[src/rtl/mio_wait_mem.sv]
// Word-addressed RAM responder for the multi-cycle CPU bus: programmable wait states,
// out-of-range error reporting and a side-band preload port.
module mio_wait_mem #(
    parameter int                 DATA_W      = 32,
    parameter int                 ADDR_W      = 32,
    parameter int                 DEPTH_LOG2  = 6,
    parameter int                 WAIT_CYCLES = 2,
    parameter logic [ADDR_W-1:0]  BASE_ADDR   = '0,
    parameter logic [DATA_W-1:0]  ERR_DATA    = DATA_W'(32'hDEAD_BEEF)
) (
    input  logic                  clk,
    input  logic                  reset,
    input  logic                  req,
    input  logic                  we,
    input  logic [ADDR_W-1:0]     addr,
    input  logic [DATA_W-1:0]     wdata,
    output logic [DATA_W-1:0]     rdata,
    output logic                  ready,
    output logic                  err,
    input  logic                  init_we,
    input  logic [DEPTH_LOG2-1:0] init_addr,
    input  logic [DATA_W-1:0]     init_data,
    output logic                  busy
);

    localparam int DEPTH = 1 << DEPTH_LOG2;
    localparam int CNT_W = (WAIT_CYCLES > 2) ? $clog2(WAIT_CYCLES) : 1;
    localparam logic [CNT_W-1:0]  CNT_LOAD = (WAIT_CYCLES > 0) ? CNT_W'(WAIT_CYCLES - 1) : '0;
    localparam logic [ADDR_W-1:0] SPAN     = ADDR_W'(4) << DEPTH_LOG2;

    typedef enum logic [1:0] {S_IDLE, S_WAIT, S_RESP} state_t;

    state_t                  state_q, state_d;
    logic [CNT_W-1:0]        cnt_q, cnt_d;
    logic                    we_q, we_d;
    logic                    oor_q, oor_d;
    logic [DEPTH_LOG2-1:0]   idx_q, idx_d;
    logic [DATA_W-1:0]       wdata_q, wdata_d;
    logic [DATA_W-1:0]       rdata_q, rdata_d;
    logic                    ready_q, err_q, busy_q;

    logic [DATA_W-1:0]       mem_q [DEPTH];

    logic [ADDR_W-1:0]       off;
    logic                    in_oor;
    logic [DEPTH_LOG2-1:0]   in_idx;
    logic                    cur_we, cur_oor;
    logic [DEPTH_LOG2-1:0]   cur_idx;

    // Offset wraps modulo 2^ADDR_W, so addresses below BASE_ADDR land out of range.
    assign off    = addr - BASE_ADDR;
    assign in_oor = (off >= SPAN);
    assign in_idx = off[DEPTH_LOG2+1:2];

    always_comb begin
        state_d = state_q;
        cnt_d   = cnt_q;
        we_d    = we_q;
        oor_d   = oor_q;
        idx_d   = idx_q;
        wdata_d = wdata_q;
        rdata_d = rdata_q;
        cur_we  = we_q;
        cur_oor = oor_q;
        cur_idx = idx_q;
        case (state_q)
            S_IDLE: begin
                if (req) begin
                    we_d    = we;
                    oor_d   = in_oor;
                    idx_d   = in_idx;
                    wdata_d = wdata;
                    cnt_d   = CNT_LOAD;
                    cur_we  = we;
                    cur_oor = in_oor;
                    cur_idx = in_idx;
                    state_d = (WAIT_CYCLES > 0) ? S_WAIT : S_RESP;
                end
            end
            S_WAIT: begin
                if (cnt_q == '0) begin
                    state_d = S_RESP;
                end else begin
                    cnt_d = cnt_q - CNT_W'(1);
                end
            end
            S_RESP:  state_d = S_IDLE;
            default: state_d = S_IDLE;
        endcase
        // Read data is captured on the edge entering RESP so it lines up with ready.
        if (state_d == S_RESP && !cur_we) begin
            rdata_d = cur_oor ? ERR_DATA : mem_q[cur_idx];
        end
    end

    always_ff @(posedge clk) begin
        if (reset) begin
            state_q <= S_IDLE;
            cnt_q   <= '0;
            rdata_q <= '0;
            ready_q <= 1'b0;
            err_q   <= 1'b0;
            busy_q  <= 1'b0;
        end else begin
            state_q <= state_d;
            cnt_q   <= cnt_d;
            rdata_q <= rdata_d;
            ready_q <= (state_d == S_RESP);
            err_q   <= (state_d == S_RESP) && cur_oor;
            busy_q  <= (state_d != S_IDLE);
        end
    end

    always_ff @(posedge clk) begin
        we_q    <= we_d;
        oor_q   <= oor_d;
        idx_q   <= idx_d;
        wdata_q <= wdata_d;
    end

    // CPU commit is written last so it wins over a same-edge preload to the same word.
    always_ff @(posedge clk) begin
        if (!reset) begin
            if (init_we) begin
                mem_q[init_addr] <= init_data;
            end
            if (state_q == S_RESP && we_q && !oor_q) begin
                mem_q[idx_q] <= wdata_q;
            end
        end
    end

    assign rdata = rdata_q;
    assign ready = ready_q;
    assign err   = err_q;
    assign busy  = busy_q;

endmodule

[config.mk]
export PLATFORM = sky130hd
export DESIGN_NAME = mio_wait_mem
export DESIGN_NICKNAME = d
export VERILOG_FILES = /design/src/rtl/mio_wait_mem.sv
export SDC_FILE = /design/constraint.sdc
export NUM_CORES = 2
export LEC_CHECK = 0
export CAP_MARGIN = 10
export CORE_UTILIZATION = 52
export DETAILED_ROUTE_END_ITERATION = 10
export PLACE_DENSITY = 0.75
export SYNTH_ARGS = -nofsm -noshare
export SYNTH_HDL_FRONTEND = slang
export SYNTH_SLANG_ARGS = --single-unit
[constraint.sdc]
create_clock -name clk -period 5.9 [get_ports clk]
set_input_delay 1.18 -clock clk [delete_from_list [all_inputs] [get_ports clk]]
set_output_delay 1.18 -clock clk [all_outputs]
set_load 0.05 [all_outputs]
==> results.py <==
metrics = {
    "clock_tree": {
        "clkLatencyLatePin_ns": 0.89,
        "cts_sinks": 2126,
        "clkTransAtPathRegs_ns": 0.06,
        "cts_resized": 0,
        "post-cts-setup-buffers": 0,
        "max_buffers_root_to_sink": 3,
        "cts-buffers-inserted": 216,
        "clk_root_buffer_cell": "sky130_fd_sc_hd__clkbuf_16",
        "postCtsHoldBufs": 0,
        "htree_num_levels": 4,
        "tritoncts_clock_tree": "yes",
    },
    "power": {
        "clock_power_share_pct": 37.7,
        "power.combinational.fraction_pct": 15.6,
        "power-per-cell-area_nw_per_um2": 293,
        "internal_power_mw": 26.0,
        "vdd_ir_drop_max_uv": 326,
        "total_leakage_power_nw": 40.5,
        "switching_share_pct": 27.6,
        "p_sw_mw": 9.90,
        "sequentialPowerShare_pct": 46.6,
    },
    "drt": {
        "drtIter0Drc": 10089,
        "routed_wl_mm": 366,
        "detail_route.first_pass.iterations": 8,
        "vias": 73797,
        "post_drt_via_cell_ratio": 6.76,
        "wl_per_cell_um": 33.5,
        "drc": 0,
        "route.antenna.remaining_nets": 0,
    },
    "timing": {
        "tightest_slew_ns": 1.20,
        "fmax_mhz": 208,
        "slew_hr_pct": 20.3,
        "report.final.slew_viol_count": 0,
        "setup_violations_final": 0,
        "fin_skew_ns": 0.0296,
        "shortest_period_the_worst_path_allows_ns": 4.80,
        "fin_setup_tns_ns": 0,
        "grt_setup_unrepaired": "false",
        "period_share_pct": 81.4,
        "postLayoutSetupSlackWorst_ns": 1.10,
        "hold_viol": 0,
    },
    "critical_path": {
        "critical_path_class": "input pin to register",
        "worst-path-max-fanout": 48,
        "cp.required_ns": 6.73,
        "worstReg2RegStart": "state_q[1]",
        "cp_data_arrival_time_ns": 5.64,
        "crit_path_start_kind": "input pin",
        "crit_path_end_kind": "register",
        "critical_path_startpoint": "req",
    },
    "finish": {
        "final_common_cell": "sky130_fd_sc_hd__edfxtp_1",
        "ff_latch_area_um2": 63400,
        "drive_above_1_share_pct": 36.6,
        "multiInputGateArea_um2": 43600,
        "nFillCells": 16113,
        "design.final.nets": 8006,
        "leading_cell_types_in_the_layout_fill_and_taps_excluded": "2080 x sky130_fd_sc_hd__edfxtp_1, 2047 x sky130_fd_sc_hd__mux2_2, 671 x sky130_fd_sc_hd__nand2_1",
        "flow.area_growth_from_synthesis_pct": 11.1,
    },
    "yosys": {
        "syn-instance-count": 8193,
        "net_count_after_synthesis": 8300,
        "sequential_area_share_after_synthesis_pct": 57.5,
        "synth_area_per_cell_um2": 13.5,
        "library_cells_used_by_synthesis": 67,
        "synthesis.yosys.warnings": 0,
        "postSynthRegisterBits": 2126,
        "async_reset_ff_share_pct": 0,
        "synth_enable_flop_cells": 2080,
        "synth-main-ff-cell": "sky130_fd_sc_hd__edfxtp_1",
        "syn-cell-area_um2": 110000,
    },
    "grt": {
        "globalRouteTotalUtil_pct": 33.4,
        "first_global_vias": 72190,
        "grt_overflow_total": 0,
        "antenna_found_initial": 38,
        "global_route_wire_length_before_repair_mm": 517,
        "maximum_number_of_pins_on_one_net_before_global_route_repair": 155,
    },
    "place": {
        "gp_congestion": 1.01,
        "portBuffers": 139,
        "post-place-ws_ns": 0.370,
        "detailed_place_hpwl_mm": 208,
    },
    "outcome": {
        "outcome": "finished, final reports clean",
    },
    "floorplan": {
        "dieArea_um2": 214000,
        "fp-row-count": 168,
        "floorplan.initialDensity_pct": 52.5,
        "die_w_um": 462,
        "placeableCoreArea_um2": 210000,
        "num_io_pins": 142,
        "floorplan.die.height_um": 462,
    },
    "worst_hold_path": {
        "start_point_of_the_worst_hold_path": "we_q",
        "min-delay-path-class": "register to register",
    },
    "run": {
        "drv_cap": 0,
    },
}
-- sequential cells by signal, indices dropped and copies added (netlist names) --
name,flops
mem_q,2048
rdata,32
wdata_q,32
idx_q,6
state_q,2
busy,1
cnt_q,1
err,1
oor_q,1
ready,1
we_q,1
-- Yosys cell counts, drive strengths merged (23+ instances only) --
cell type	number	area [µm²]
a211oi	349	2620
a21oi	88	452
a22oi	23	173
a311oi	42	368
a31oi	68	425
a32oi	29	254
buf	257	1190
clkbuf	768	2880
dfxtp	46	921
edfxtp	2080	62500
inv	179	674
mux2	2048	23100
mux2i	608	6090
mux4	41	923
nand2	673	2530
nand3	276	1380
nor2	153	584
o2111ai	23	201
o211ai	26	195
o21ai	106	531
o22ai	95	594
-- layout make-up --
type	count	area share, %
antenna	29	0.0593
timing repair buffer	513	3.54
sequential	2126	51.8
tap	2805	2.87
clock inverter	118	0.788
multi-input combinational	4863	35.6
clock buffer	281	4.80
inverter	179	0.574
-- critical path, stage by stage --
cell                              delay [ns]
sky130_fd_sc_hd__clkdlybuf4s50_1        0.57
sky130_fd_sc_hd__buf_4                  0.17
sky130_fd_sc_hd__nor4bb_4               0.42
sky130_fd_sc_hd__a21oi_4                0.10
sky130_fd_sc_hd__inv_8                  0.36
sky130_fd_sc_hd__buf_12                 0.31
sky130_fd_sc_hd__buf_4                  0.37
sky130_fd_sc_hd__mux2i_1                0.13
sky130_fd_sc_hd__mux2i_1                0.41
sky130_fd_sc_hd__o22ai_1                0.18
sky130_fd_sc_hd__o41ai_1                0.79
sky130_fd_sc_hd__buf_4                  0.29
sky130_fd_sc_hd__and3_1                 0.16
-- power groups by stage --
stage,sequential (mW),clock [mW],combinational (mW)
finish,16.7,13.5,5.62
global route,16.7,14.2,5.77
CTS,16.7,13.6,5.46
detailed placement,17.1,0,5.44
global placement,17.1,0,5.34
floorplan,17.0,0,3.31
-- through the flow --
stage	hold slack (ns)	util [%]	area, µm²	std cells	total power [mW]
after detailed placement	0.515	55.0	115000	10486	22.5
after CTS	0.527	58.3	122000	10885	35.8
after global placement	0.521	55.0	115000	10486	22.4
after global routing	0.539	58.3	122000	10890	36.7
final	0.531	58.3	122000	10914	35.9
after floorplan	0.441	-	110000	8193	20.3
-- path summary, 6_finish.rpt --
kind          endpoint  slack [ns]  cells after the start
min               we_q        0.53                      2
max reg2reg  rdata[23]        1.43                     11
min reg2reg       we_q        0.53                      2
max          rdata[23]        1.10                     13
-- metal layers --
layer,wire length (µm),vias to the layer above,track usage (%)
met2,168000,4735,51.9
met4,30600,18,24.4
met5,129,-,0
met1,130000,37470,41.7
met3,37500,1061,6.28
li1,-,30513,-
-- kinds of logic after synthesis --
kind of cell | synth area share [%]
buffers and inverters | 4.31
flip-flops | 57.5
multiplexers | 27.3
AND/OR/NAND/NOR | 4.80
AO/OA/AOI/OAI | 6.10
Note: power is estimated with default switching activity, not from simulation.
